$ cat src/rtl/iter_compare_unit.sv
// iter_compare_unit
//   Registered execute-stage comparator. It handles set-less-than, conditional
//   moves and branch/trap conditions, which resolve in one cycle. CLO and CLZ
//   use an iterative engine that scans BPC bits per cycle, MSB first, and stops
//   at the first chunk that does not match completely.
//
// State table:
//   state   | meaning
//   S_IDLE  | ready to accept an operation (in_ready=1)
//   S_COUNT | CLO/CLZ scan in progress, one BPC-bit chunk per cycle
//   S_DONE  | result valid (out_valid=1); outputs frozen until out_ready
//
// Ports:
//   clk, rst_n      clock, asynchronous active-low reset
//   flush           synchronous abort; returns to IDLE and clears the outputs
//   in_valid/ready  operation handshake (op, a, b)
//   out_valid/ready result handshake (res, res_we, cond, cond_u)
module iter_compare_unit #(
    parameter int WIDTH = 32,
    parameter int BPC   = 4
) (
    input  logic             clk,
    input  logic             rst_n,
    input  logic             flush,
    input  logic             in_valid,
    output logic             in_ready,
    input  logic [3:0]       op,
    input  logic [WIDTH-1:0] a,
    input  logic [WIDTH-1:0] b,
    output logic             out_valid,
    input  logic             out_ready,
    output logic [WIDTH-1:0] res,
    output logic             res_we,
    output logic             cond,
    output logic             cond_u
);

    localparam int NCHUNK = WIDTH / BPC;
    localparam int CIW    = (NCHUNK > 1) ? $clog2(NCHUNK) : 1;
    localparam int CW     = $clog2(WIDTH + 1);
    localparam int LW     = $clog2(BPC + 1);

    typedef enum logic [1:0] {S_IDLE, S_COUNT, S_DONE} state_t;

    state_t           state, state_nx;
    logic [WIDTH-1:0] scan;
    logic             is_clo;
    logic [CW-1:0]    cnt;
    logic [CIW-1:0]   chunk_idx;

    logic             accept, is_count_op, last_chunk, chunk_full, stop;
    logic [BPC-1:0]   chunk_m;
    logic [LW-1:0]    lead;
    logic [CW-1:0]    cnt_sum;

    logic             slt_s, slt_u, a_zero, b_zero, neg;
    logic [WIDTH-1:0] cmp_res;
    logic             cmp_we, cmp_c, cmp_cu;

    assign accept      = (state == S_IDLE) && in_valid && !flush;
    assign is_count_op = (op == 4'd4) || (op == 4'd5);

    // Invert the chunk for CLZ so both ops reduce to counting leading ones.
    always_comb begin
        chunk_m = is_clo ? scan[WIDTH-1 -: BPC] : ~scan[WIDTH-1 -: BPC];
        lead    = '0;
        stop    = 1'b0;
        for (int i = BPC - 1; i >= 0; i--) begin
            if (!stop && chunk_m[i]) lead = lead + 1'b1;
            else                     stop = 1'b1;
        end
    end

    assign chunk_full = (lead == LW'(BPC));
    assign last_chunk = (chunk_idx == CIW'(NCHUNK - 1));
    assign cnt_sum    = cnt + CW'(lead);

    // Single-cycle ops, evaluated on the live inputs at the accepting edge.
    always_comb begin
        slt_s   = $signed(a) < $signed(b);
        slt_u   = a < b;
        a_zero  = (a == '0);
        b_zero  = (b == '0);
        neg     = a[WIDTH-1];
        cmp_res = '0;
        cmp_we  = 1'b0;
        cmp_c   = 1'b0;
        case (op)
            4'd0, 4'd2: begin cmp_res = {{(WIDTH-1){1'b0}}, slt_s}; cmp_we = 1'b1; end
            4'd1, 4'd3: begin cmp_res = {{(WIDTH-1){1'b0}}, slt_u}; cmp_we = 1'b1; end
            4'd6:  begin cmp_res = a; cmp_we = b_zero;  cmp_c = b_zero;  end
            4'd13: begin cmp_res = a; cmp_we = !b_zero; cmp_c = !b_zero; end
            4'd7:  cmp_c = !neg;
            4'd8:  cmp_c = (a == b);
            4'd9:  cmp_c = neg;
            4'd10: cmp_c = !neg && !a_zero;
            4'd11: cmp_c = neg || a_zero;
            4'd12: cmp_c = (a != b);
            4'd14: cmp_c = !slt_s;
            4'd15: cmp_c = slt_s;
            default: ;
        endcase
        if (op == 4'd14)      cmp_cu = !slt_u;
        else if (op == 4'd15) cmp_cu = slt_u;
        else                  cmp_cu = cmp_c;
    end

    always_ff @(posedge clk or negedge rst_n) begin
        if (!rst_n) state <= S_IDLE;
        else        state <= state_nx;
    end

    always_comb begin
        state_nx = state;
        case (state)
            S_IDLE:  if (accept) state_nx = is_count_op ? S_COUNT : S_DONE;
            S_COUNT: if (!(chunk_full && !last_chunk)) state_nx = S_DONE;
            S_DONE:  if (out_ready) state_nx = S_IDLE;
            default: state_nx = S_IDLE;
        endcase
        if (flush) state_nx = S_IDLE;
    end

    always_comb begin
        in_ready  = (state == S_IDLE) && rst_n;
        out_valid = (state == S_DONE);
    end

    always_ff @(posedge clk or negedge rst_n) begin
        if (!rst_n) begin
            scan      <= '0;
            is_clo    <= 1'b0;
            cnt       <= '0;
            chunk_idx <= '0;
            res       <= '0;
            res_we    <= 1'b0;
            cond      <= 1'b0;
            cond_u    <= 1'b0;
        end else if (flush) begin
            scan      <= '0;
            cnt       <= '0;
            chunk_idx <= '0;
            res       <= '0;
            res_we    <= 1'b0;
            cond      <= 1'b0;
            cond_u    <= 1'b0;
        end else begin
            case (state)
                S_IDLE: begin
                    if (accept) begin
                        if (is_count_op) begin
                            scan      <= a;
                            is_clo    <= (op == 4'd4);
                            cnt       <= '0;
                            chunk_idx <= '0;
                            res       <= '0;
                            res_we    <= 1'b0;
                            cond      <= 1'b0;
                            cond_u    <= 1'b0;
                        end else begin
                            res    <= cmp_res;
                            res_we <= cmp_we;
                            cond   <= cmp_c;
                            cond_u <= cmp_cu;
                        end
                    end
                end
                S_COUNT: begin
                    if (chunk_full && !last_chunk) begin
                        cnt       <= cnt_sum;
                        scan      <= scan << BPC;
                        chunk_idx <= chunk_idx + 1'b1;
                    end else begin
                        res    <= WIDTH'(cnt_sum);
                        res_we <= 1'b1;
                        cond   <= 1'b0;
                        cond_u <= 1'b0;
                    end
                end
                default: ;
            endcase
        end
    end

endmodule

$ cat config.mk
export PLATFORM = sky130hd
export DESIGN_NAME = iter_compare_unit
export DESIGN_NICKNAME = d
export VERILOG_FILES = /design/src/rtl/iter_compare_unit.sv
export SDC_FILE = /design/constraint.sdc
export NUM_CORES = 1
export LEC_CHECK = 0
export ABC_AREA = 1
export ABC_CLOCK_PERIOD_IN_PS = 8200
export BUFFER_PORTS_ARGS = -buffer_cell sky130_fd_sc_hd__buf_2
export CAP_MARGIN = 20
export CELL_PAD_IN_SITES_DETAIL_PLACEMENT = 1
export CELL_PAD_IN_SITES_GLOBAL_PLACEMENT = 2
export CORE_ASPECT_RATIO = 1.25
export CORE_UTILIZATION = 34
export DETAILED_ROUTE_END_ITERATION = 12
export PLACE_DENSITY = 0.95
export SETUP_SLACK_MARGIN = 0.3
export SLEW_MARGIN = 20
export SYNTH_ARGS = -nofsm -noshare
export SYNTH_HDL_FRONTEND = slang
export SYNTH_SLANG_ARGS = --single-unit
$ cat constraint.sdc
create_clock -name clk -period 8.2 [get_ports clk]
set_clock_uncertainty 0.1 [all_clocks]
set_input_delay 1.64 -clock clk [delete_from_list [all_inputs] [get_ports clk]]
set_output_delay 1.64 -clock clk [all_outputs]
set_load 0.01 [all_outputs]
After elaboration in Yosys (flattened, before gate mapping)
Index checks and enable logic that the tools add are counted.

word-level totals
  bits in registers = 79
  output and inout bits = 37
  logic and storage cells = 129

operators by class
  $add $sub $neg = 5
  magnitude comparators = 2
  equality and inequality tests = 26
  muxes and demuxes = 53
  bitwise logic cells = 2
  reduce and logical (&&, ||, !) cells = 32

operators with widths
  kind                                            number
  2-to-1 mux 32 bit                               8
  one-hot mux 32 bit (2 select lines)             2
  one-hot mux 32 bit (3 select lines)             1
  zero test 32 bit                                2
  less-than comparator 32 bit                     2
  == test 32 bit                                  1
  == test 4 bit (second input constant)           8
  inequality test 32 bit                          1
  2-to-1 mux 6 bit                                4
  2-to-1 mux 3 bit                                6
  2-to-1 mux 1 bit                                17
  == test 4 x 3 -> 1 bit (second input constant)  4
  2-to-1 mux 2 bit                                6
  inequality test 3 bit (second input constant)   4
  one-hot mux 6 bit (2 select lines)              1
  one-hot mux 1 bit (10 select lines)             1
  adder 3 x 1 -> 3 bit (second input constant)    3
  zero test 1 bit                                 9
  == test 4 x 2 -> 1 bit (second input constant)  2
  logical AND 1 bit                               8
  AND reduction 4 bit                             2
  adder 6 x 3 -> 6 bit                            1
  == test 3 bit (second input constant)           2
  one-hot mux 1 bit (2 select lines)              3
  18 further kinds                                22

Logic depth before layout (Yosys ltp)
Gate-level depths: netlist of run 1.

  word-level depth = 15
  depth in mapped cells = 19

Least setup slack after synthesis of run 1
No wires, ideal clock.

  path type = input-to-output
  from = in rst_n
  to = out in_ready
  arrival = 1.831 ns
  data required time = 6.460 ns
  slack = 4.629 ns
  stages on the path = 2
  path through = inv_1 > nor2_1

on the way
  cells in the longest elaborated chain, start to end = 1

ends and longest elaborated chain
  element             line  source
  start: declaration  23    input logic rst_n,
  logical AND 1 bit   125   in_ready = (state == S_IDLE) && rst_n;
  end: declaration    26    output logic in_ready,

Every way passes these cells.

Worst setup path in the final report of run 1
Same ends and word-level chain as after synthesis.

==> flow_summary.toml, run 1 <==
[timing]
max-slew-margin-rel_pct = 39.6
maxSlewViolCount = 0
period_needed_ns = 3.92
grt_setup_unrepaired = "false"
fmax_mhz = 255
worst_slew_pin_slew_ns = 0.906
setup_violations = 0
hold_viol = 0
period_share_pct = 47.8
finalSetupTns_ns = 0

[clocking]
cts.clk_slew.worst_paths_ns = 0.06
h-tree-depth = 3
ctsResizeCount = 0
clock_path_buffers = 2
cts_sinks = 79
ctsHoldBuffers = 0
clk_latency_ns = 0.34
numCtsBuffers = 9
root_buffer = "clkbuf_16"
cts_tree = "done"
postCtsSetupBuffers = 0

[cells_and_area]
mostFrequentLayoutCells = "nand2_1, buf_2, inv_1"
final_common_cell = "nand2_1"
nets = 886
antenna-diode-count = 0
fill_cells = 1878
final_layout_size_suffix_gt1_share_pct = 21.2
area_delta_synth_final_pct = 19.4

[worst_setup_path]
regToRegEndpoint = "cnt[1]"
r2r-start = "is_clo"
r2r_cells = 12
regToRegSetupSlack_ns = 5.20
cp-start-kind = "input pin"
endpoint = "in_ready"
cp_max_fo = 14
worstPathRequired_ns = 6.46
setup.worst_path.start = "rst_n"
arrival_ns = 2.18
cp-end-kind = "output pin"
critPathKind = "in -> out"

[logic_synthesis]
synth.area.mux_share_pct = 0
synthAdderAreaFrac_pct = 9.66
synthSimpleGateAreaFrac_pct = 25.5
synth_seq_area_share_pct = 38.5
synth_compound_area_share_pct = 16.3
synth_top_family_by_area = "simple AND/OR/NAND/NOR gates"
ys_ff_latch = 79
synth_xor_area_share_pct = 0.683
yosysWarningCount = 0
avgSynthCellArea_um2 = 7.60
synthDistinctLibCells = 35
syn-instance-count = 675
syn-num-nets = 787
synth.cell_area_mm2 = 0.00513

[die]
die_area_mm2 = 0.0156
start_util_pct = 35.3
ioPinCount = 110
core_mm2 = 0.0145
fp.dieH_um = 139
num_rows = 49
die_w_um = 112

[global_routing]
grt_antenna_before_repair = 0
grt_pass1_vias = 5385
grt_use_total_pct = 21.7
grt_max_degree = 72
gr-total-overflow = 0
grt_pass1_wl_mm = 26.4

[flow_run]
drv_cap = 0

[pwr]
peakVddDrop_mv = 0.110
total_power_mw = 1.18
leakagePower_nw = 3.23
powerDensity_mw_per_mm2 = 193

[drt]
vias = 4953
dr.pass1.iters = 8
drt-met1-wl_mm = 6.60
wl_per_cell_um = 17.1
drc = 3
top_layer = "met4"
avgViaCountPerCell = 5.18
met2WireLength_mm = 8.90
drt_iter0_markers = 197
wl_met3_um = 535
routed_wl_mm = 16.4
ant_nets = 0

[hold_path]
hp-start = "cond"
hp-class = "reg -> reg"

[placed_design]
portBuffers = 109
gp_congestion = 0.793
dp_hpwl_mm = 12.4

[outcome]
status = "finished with violations"
violations = "design-rule violations"
-- flip-flops by register name, summed over array words and instances (netlist names) --
signal	cells
cnt	6
cond	1
state	2
res_we	1
res	32
chunk_idx	3
is_clo	1
cond_u	1
scan	32
-- per-stage QoR --
stage	worst slack, ns	util (%)	cell area, um2	hold WS (ns)	instances
2_1_floorplan	4.63	-	5130	0.346	675
3_3_place_gp	4.12	39.6	5760	0.358	940
3_5_place_dp	4.02	39.7	5780	0.368	941
4_1_cts	4.23	42.1	6120	0.385	957
5_1_grt	4.17	42.2	6130	0.406	957
6_report	4.28	42.2	6130	0.378	957
-- cell type report --
type / count / area [um2] / area share, %
clock buffers: 9 / 225 / 3.68
multi-input cells: 490 / 2690 / 43.9
inverters: 82 / 308 / 5.02
clock inverters: 7 / 120 / 1.96
repair buffers: 112 / 583 / 9.52
well taps: 178 / 223 / 3.64
flip-flops and latches: 79 / 1980 / 32.3
-- worst min-delay path by stage --
stage | cells past startpoint | end | slack, ns
floorplan | 2 | chunk_idx[1] | 0.35
global placement | 2 | chunk_idx[1] | 0.36
detailed placement | 2 | cond_u | 0.37
CTS | 2 | cond_u | 0.38
global route | 2 | cond | 0.41
finish | 2 | cond | 0.38
-- cells by family after synthesis --
kind of cell / after synthesis
xor gates and xnor gates: 4
AOI/OAI and AO/OA: 131
buffers and inverters: 106
adders and majority gates: 39
and+or+nand+nor: 316
DFF: 79
-- worst max-delay path: stages --
cell    delay, ns
buf_4        0.20
inv_1        0.08
nor2_1       0.11
buf_2        0.14
-- power breakdown --
part	total [mW]	leakage [nW]	internal, mW	switching (mW)
registers	0.452	1.06	0.426	0.0257
clock network	0.472	0.166	0.299	0.173
logic	0.261	2.00	0.0884	0.173
total	1.18	3.23	0.813	0.371
-- cells in the mapped netlist (all sizes together) --
| cell type | number | share of area, % |
|---|---|---|
| a21o | 2 | 0.29 |
| a21oi | 19 | 1.9 |
| a22oi | 23 | 3.4 |
| a31o | 1 | 0.17 |
| a31oi | 1 | 0.12 |
| buf | 15 | 2.6 |
| clkbuf | 9 | 0.66 |
| dfrtp | 79 | 39 |
| fa | 1 | 0.39 |
| ha | 38 | 9.3 |
| inv | 82 | 6.0 |
| nand2 | 186 | 14 |
| nand3 | 46 | 4.7 |
| nand3b | 1 | 0.15 |
| nand4 | 10 | 1.2 |
| nor2 | 67 | 5.0 |
| nor3 | 3 | 0.29 |
| o211ai | 2 | 0.29 |
| o21a | 4 | 0.59 |
| o21ai | 74 | 8.9 |
| o21bai | 1 | 0.15 |
| o22ai | 1 | 0.12 |
| o31ai | 3 | 0.44 |
| or2 | 3 | 0.37 |
| xnor2 | 2 | 0.34 |
| xor2 | 2 | 0.34 |
-- per-layer routing --
layer	track usage (%)	vias up
met5	0	-
met4	8.82	0
met1	23.9	2429
met3	2.92	28
li1	-	2402
met2	41.3	94
Note: power is estimated with default switching activity, not from simulation.
==> run 2, diff against run 1 <==
--- a/config.mk
+++ b/config.mk
@@ -5,16 +5,16 @@
 export SDC_FILE = /design/constraint.sdc
 export NUM_CORES = 1
 export LEC_CHECK = 0
-export ABC_AREA = 1
-export ABC_CLOCK_PERIOD_IN_PS = 8200
+export ABC_AREA = 0
+export ABC_CLOCK_PERIOD_IN_PS = 3440
 export BUFFER_PORTS_ARGS = -buffer_cell sky130_fd_sc_hd__buf_2
 export CAP_MARGIN = 20
 export CELL_PAD_IN_SITES_DETAIL_PLACEMENT = 1
 export CELL_PAD_IN_SITES_GLOBAL_PLACEMENT = 2
 export CORE_ASPECT_RATIO = 1.25
-export CORE_UTILIZATION = 34
+export CORE_UTILIZATION = 30
 export DETAILED_ROUTE_END_ITERATION = 12
-export PLACE_DENSITY = 0.95
+export PLACE_DENSITY = 0.87
 export SETUP_SLACK_MARGIN = 0.3
 export SLEW_MARGIN = 20
 export SYNTH_ARGS = -nofsm -noshare
==> constraint.sdc (replaced) <==
create_clock -name clk -period 3.44 [get_ports clk]
set_clock_uncertainty 0.1 [all_clocks]
set_input_delay 0.688 -clock clk [delete_from_list [all_inputs] [get_ports clk]]
set_output_delay 0.688 -clock clk [all_outputs]
set_load 0.01 [all_outputs]
==> run 2 against run 1 <==
Effect of this change:
- critical endpoint is now res[5]
- hold slack got worse by 0.042 ns
- the flow now finishes without violations
- first-iteration DRC count decreased by 17%
- cell area decreased by 1.3%
- critical path depth increased by 9
- global-route usage decreased by 0.93 points
- largest power group unchanged
==> flow_summary.toml, run 2 <==
[clocking]
cts_sinks = 79
numCtsBuffers = 9
root_buffer = "clkbuf_16"
clock_path_buffers = 2
cts.clk_slew.worst_paths_ns = 0.06
ctsHoldBuffers = 0
cts_tree = "done"
h-tree-depth = 3
clk_latency_ns = 0.35
postCtsSetupBuffers = 0

[timing]
hold_viol = 0
grt_setup_unrepaired = "true"
max-slew-margin-rel_pct = 54.8
finalSetupTns_ns = 0
worst_slew_pin_slew_ns = 0.677
fmax_mhz = 335
period_needed_ns = 2.98
maxSlewViolCount = 0
period_share_pct = 86.7
setup_violations = 0

[worst_setup_path]
cp_max_fo = 8
cp-start-kind = "register"
worstPathRequired_ns = 3.57
critPathKind = "reg -> reg"
arrival_ns = 3.11
r2r_cells = 13
regToRegSetupSlack_ns = 0.46
regToRegEndpoint = "res[5]"
endpoint = "res[5]"
cp-end-kind = "register"
r2r-start = "scan[30]"
setup.worst_path.start = "scan[30]"

[logic_synthesis]
ys_async_sr_fraction_pct = 100
yosysWarningCount = 0
synth_commonest_cells = "nand2_1, dfrtp_1, inv_1"
ys_ff_latch = 79
synth_top_cell_area_share_pct = 40.3
synth.cell_area_mm2 = 0.00491
avgSynthCellArea_um2 = 8.97
synth_most_common_cell = "nand2_1"
synthDistinctLibCells = 56
synth_enable_flop_cells = 0
ys.flop_type = "dfrtp_1"
netlist_top_cells_area = "dfrtp_1, ha_1, nand2_1"
syn-num-nets = 659
yosysTopAreaCell = "dfrtp_1"
syn-instance-count = 547
synth_seq_area_share_pct = 40.3

[placed_design]
portBuffers = 109
gp_congestion = 0.902
dp_hpwl_mm = 12.6

[die]
die_area_mm2 = 0.0169
num_rows = 51
die_w_um = 116
fp.dieH_um = 145
start_util_pct = 31.1
ioPinCount = 110
core_mm2 = 0.0158

[cells_and_area]
nets = 762
mostFrequentLayoutCells = "nand2_1, buf_2, dfrtp_1"
final_layout_size_suffix_gt1_share_pct = 22.9
post-route-util_pct = 38.4
largest_registers = "res: 32 flops, scan: 32 flops, cnt: 6 flops"
area_delta_synth_final_pct = 23.2
antenna-diode-count = 0

[flow_run]
drv_cap = 0

[drt]
avgViaCountPerCell = 5.22
vias = 4525
routed_wl_mm = 16.7
drt_iter0_markers = 164
wl_per_cell_um = 19.2
dr.pass1.iters = 4
ant_nets = 0
drc = 0

[global_routing]
gr-total-overflow = 0
grt_antenna_before_repair = 1
grt_pass1_vias = 4806
grt_max_degree = 59
grt_pass1_wl_mm = 26.7
grt_use_total_pct = 20.8

[hold_path]
hp-class = "in -> async"

[pwr]
powerDensity_mw_per_mm2 = 421
leakagePower_nw = 2.87
peakVddDrop_mv = 0.174

[outcome]
status = "finished, final reports clean"
run 2: metal layers:
layer,up-vias,GRT usage [%],share of wire (%)
li1,2163,-,-
met1,2240,25.9,43
met2,98,35.8,51
met3,22,3.43,4.1
met4,2,6.41,1.7
met5,-,0,0.078
run 2: stage by stage:
stage	total power, mW	cell area [um2]	setup WS, ns	std cells	hold WS (ns)
2_1_floorplan	1.28	4910	0.572	547	0.292
3_3_place_gp	1.47	5700	0.497	850	0.359
3_5_place_dp	1.49	5700	0.375	850	0.369
4_1_cts	2.56	6020	0.410	866	0.354
5_1_grt	2.66	6050	0.282	867	0.367
6_report	2.54	6050	0.457	867	0.336
run 2: worst min path at each step:
| stage | end |
|---|---|
| 6_report | res[25] |
| 5_1_grt | res[24] |
| 4_1_cts | res[25] |
| 3_5_place_dp | res[18] |
| 3_3_place_gp | res[21] |
| 2_1_floorplan | chunk_idx[0] |
run 2: area by class of cell:
class | instances | area (um2)
Clock buffer | 9 | 225
Clock inverter | 7 | 95.1
Fill cell | 1863 | 9720
Inverter | 42 | 158
Multi-Input combinational cell | 399 | 2680
Sequential cell | 79 | 1980
Tap cell | 212 | 265
Timing Repair Buffer | 119 | 648
run 2: repair_timing:
action                                  4_1_cts  5_1_grt
endpoints found under the setup margin        0        5
endpoints found under the hold margin         0        0
resized for setup                             0        2
run 2: kinds of logic (layout without fill, tap and decap cells):
| kind of cell | after synthesis | count (layout) | share of synthesized area, % |
|---|---|---|---|
| AND/OR/NAND/NOR | 197 | 197 | 18.7 |
| AO/OA/AOI/OAI | 125 | 126 | 17.5 |
| flip-flops | 79 | 79 | 40.3 |
| buffers and inverters | 70 | 177 | 6.02 |
| adder cells (fa/ha/maj) | 39 | 39 | 10.1 |
| multiplexers | 29 | 29 | 5.92 |
| XOR/XNOR | 8 | 8 | 1.43 |
run 2: power by group:
part           switching [mW]  total, mW  internal (mW)
clock                   0.424       1.06          0.638
combinational           0.286      0.461          0.175
sequential             0.0402       1.02          0.980
total                   0.751       2.54           1.79
run 2: worst max-delay path, cell delays in order, from the launching register on:
cell     delay, ns
dfrtp_1       0.46
or2_2         0.33
o21ai_1       0.17
ha_1          0.26
a21o_1        0.15
and2_4        0.17
ha_1          0.27
a21o_1        0.17
a21oi_2       0.17
nor2_1        0.08
xor2_1        0.14
nand2_1       0.08
nor2_1        0.05
a221o_1       0.27
==> run 3, diff against run 2 <==
--- a/config.mk
+++ b/config.mk
@@ -9,10 +9,8 @@
 export ABC_CLOCK_PERIOD_IN_PS = 3440
 export BUFFER_PORTS_ARGS = -buffer_cell sky130_fd_sc_hd__buf_2
 export CAP_MARGIN = 20
-export CELL_PAD_IN_SITES_DETAIL_PLACEMENT = 1
-export CELL_PAD_IN_SITES_GLOBAL_PLACEMENT = 2
 export CORE_ASPECT_RATIO = 1.25
-export CORE_UTILIZATION = 30
+export CORE_UTILIZATION = 50
 export DETAILED_ROUTE_END_ITERATION = 12
 export PLACE_DENSITY = 0.87
 export SETUP_SLACK_MARGIN = 0.3
==> run 3 against run 2 <==
Effect of this change:
- flip-flop and latch count stayed put
- global-route usage is 6.9 points higher
- die area is 39% lower
- combinational power is 5.0% lower
- non-clock buffer count is 3 lower
- clock power is 12% lower
- count of clock-buffer cells in the layout is 3 higher
- utilization is 23 points higher
- wire length is 19% lower
- critical endpoint unchanged
- highest routed layer is now met4
==> flow_summary.toml, run 3 (synthesis gave the netlist of run 2 again) <==
[cells_and_area]
final_layout_size_suffix_gt1_share_pct = 22.2
mostFrequentLayoutCells = "nand2_1, buf_2, dfrtp_1"
fin_area_mm2 = 0.00587
largest_registers = "res: 32 flops, scan: 32 flops, cnt: 6 flops"
antenna-diode-count = 0
area_delta_synth_final_pct = 19.6
nets = 758

[global_routing]
grt_use_total_pct = 27.6
grt_antenna_before_repair = 0
gr-total-overflow = 0
grt_max_degree = 67
grt_pass1_wl_mm = 22.0
grt_pass1_vias = 4525

[worst_setup_path]
critPathKind = "reg -> reg"
cp-end-kind = "register"
regToRegSetupSlack_ns = 0.42
cpPeakStageDelay_ns = 0.44
cp_max_fo = 7
worstPathRequired_ns = 3.56
worstPathCellList = "or2_2 -> o21bai_1 -> ha_1 -> a21o_1 -> and2_4 -> ha_1 -> a21o_1 -> a21oi_2 -> nor2_1 -> xor2_1 -> nand2_1 -> nor2_1 -> a221o_1"
cp-start-kind = "register"
slowest_stage = "dfrtp_1"
arrival_ns = 3.14

[outcome]
status = "finished, final reports clean"

[die]
start_util_pct = 51.3
fp.dieH_um = 113
core_mm2 = 0.00956
num_rows = 40
die_area_mm2 = 0.0102
ioPinCount = 110
die_w_um = 90.6

[flow_run]
drv_cap = 0

[pwr]
internal_power_mw = 1.74
clkPwrFrac_pct = 39.2
peakVddDrop_mv = 0.290
leakagePower_nw = 2.84
p_switching_mw = 0.654
p_seq_share_pct = 42.6
powerDensity_mw_per_mm2 = 408
switching_share_pct = 27.3
combPwrFrac_pct = 18.3

[placed_design]
dp_hpwl_mm = 10.0
place_area_mm2 = 0.00557
gp_congestion = 0.948
portBuffers = 109

[timing]
hold_viol = 0
worst_slew_pin_slew_ns = 0.864
grt_setup_unrepaired = "true"
max-slew-margin-rel_pct = 42.4
finalSetupTns_ns = 0
period_needed_ns = 3.02
maxSlewViolCount = 0
setup_violations = 0
fmax_mhz = 331
period_share_pct = 87.8

[clocking]
root_buffer = "clkbuf_16"
clk_latency_ns = 0.34
clock_path_buffers = 2
ctsResizeCount = 0
cts_sinks = 79
numCtsBuffers = 9
ctsHoldBuffers = 0
cts_tree = "done"
cts.clk_slew.worst_paths_ns = 0.06
postCtsSetupBuffers = 0
h-tree-depth = 3

[drt]
wl_per_cell_um = 17.4
vias = 4568
dr.pass1.iters = 10
drc = 0
avgViaCountPerCell = 5.90
routed_wl_mm = 13.5
ant_nets = 0
drt_iter0_markers = 296

[hold_path]
hp-class = "in -> async"
[run 3: layout make-up]
class / count / area (um2)
Clock buffer: 12 / 256
Clock inverter: 1 / 30.0
Fill cell: 801 / 3690
Inverter: 42 / 158
Multi-Input combinational cell: 398 / 2660
Sequential cell: 79 / 1980
Tap cell: 126 / 158
Timing Repair Buffer: 116 / 626
[run 3: through the flow]
step / setup slack [ns] / hold slack, ns / std cells / power, mW / util [%]
final: 0.419 / 0.108 / 774 / 2.39 / 61.4
after global routing: 0.297 / 0.115 / 774 / 2.50 / 61.4
after CTS: 0.380 / 0.110 / 774 / 2.40 / 61.3
after detailed placement: 0.408 / 0.365 / 761 / 1.46 / 58.3
after global placement: 0.467 / 0.358 / 761 / 1.44 / 58.3
after floorplan: 0.572 / 0.292 / 547 / 1.28 / -
[run 3: critical path: cells and delay by family, from the launching register on]
family | cells | cell delay (ns)
xor+xnor | 1 | 0.15
fa+ha+maj | 2 | 0.54
compound gates | 5 | 0.96
flops | 1 | 0.44
simple gates | 5 | 0.73
[run 3: path summary, 6_finish.rpt]
| path | start | end | cells after the start |
|---|---|---|---|
| hold reg to reg | res[26] | res[26] | 2 |
| min in group clk | res[26] | res[26] | 2 |
| max in group asynchronous | rst_n | scan[30] | 2 |
| hold / removal | rst_n | res[26] | 1 |
| setup / recovery | scan[31] | res[5] | 13 |
| setup reg to reg | scan[31] | res[5] | 13 |
[run 3: power groups by stage]
stage          logic, mW  clock network, mW  registers [mW]
2_1_floorplan      0.257                  0            1.03
3_3_place_gp       0.413                  0            1.03
3_5_place_dp       0.431                  0            1.03
4_1_cts            0.436              0.951            1.02
5_1_grt            0.487              0.992            1.02
6_report           0.438              0.938            1.02
[run 3: routing by layer]
metal | routed length (um) | share of wire, % | vias to the layer above | GRT usage (%)
li1 | - | - | 2143 | -
met1 | 5630 | 42 | 2191 | 34.2
met2 | 6530 | 48 | 198 | 46.0
met3 | 800 | 5.9 | 36 | 5.44
met4 | 506 | 3.8 | 0 | 14.0
met5 | 0 | 0 | - | 0
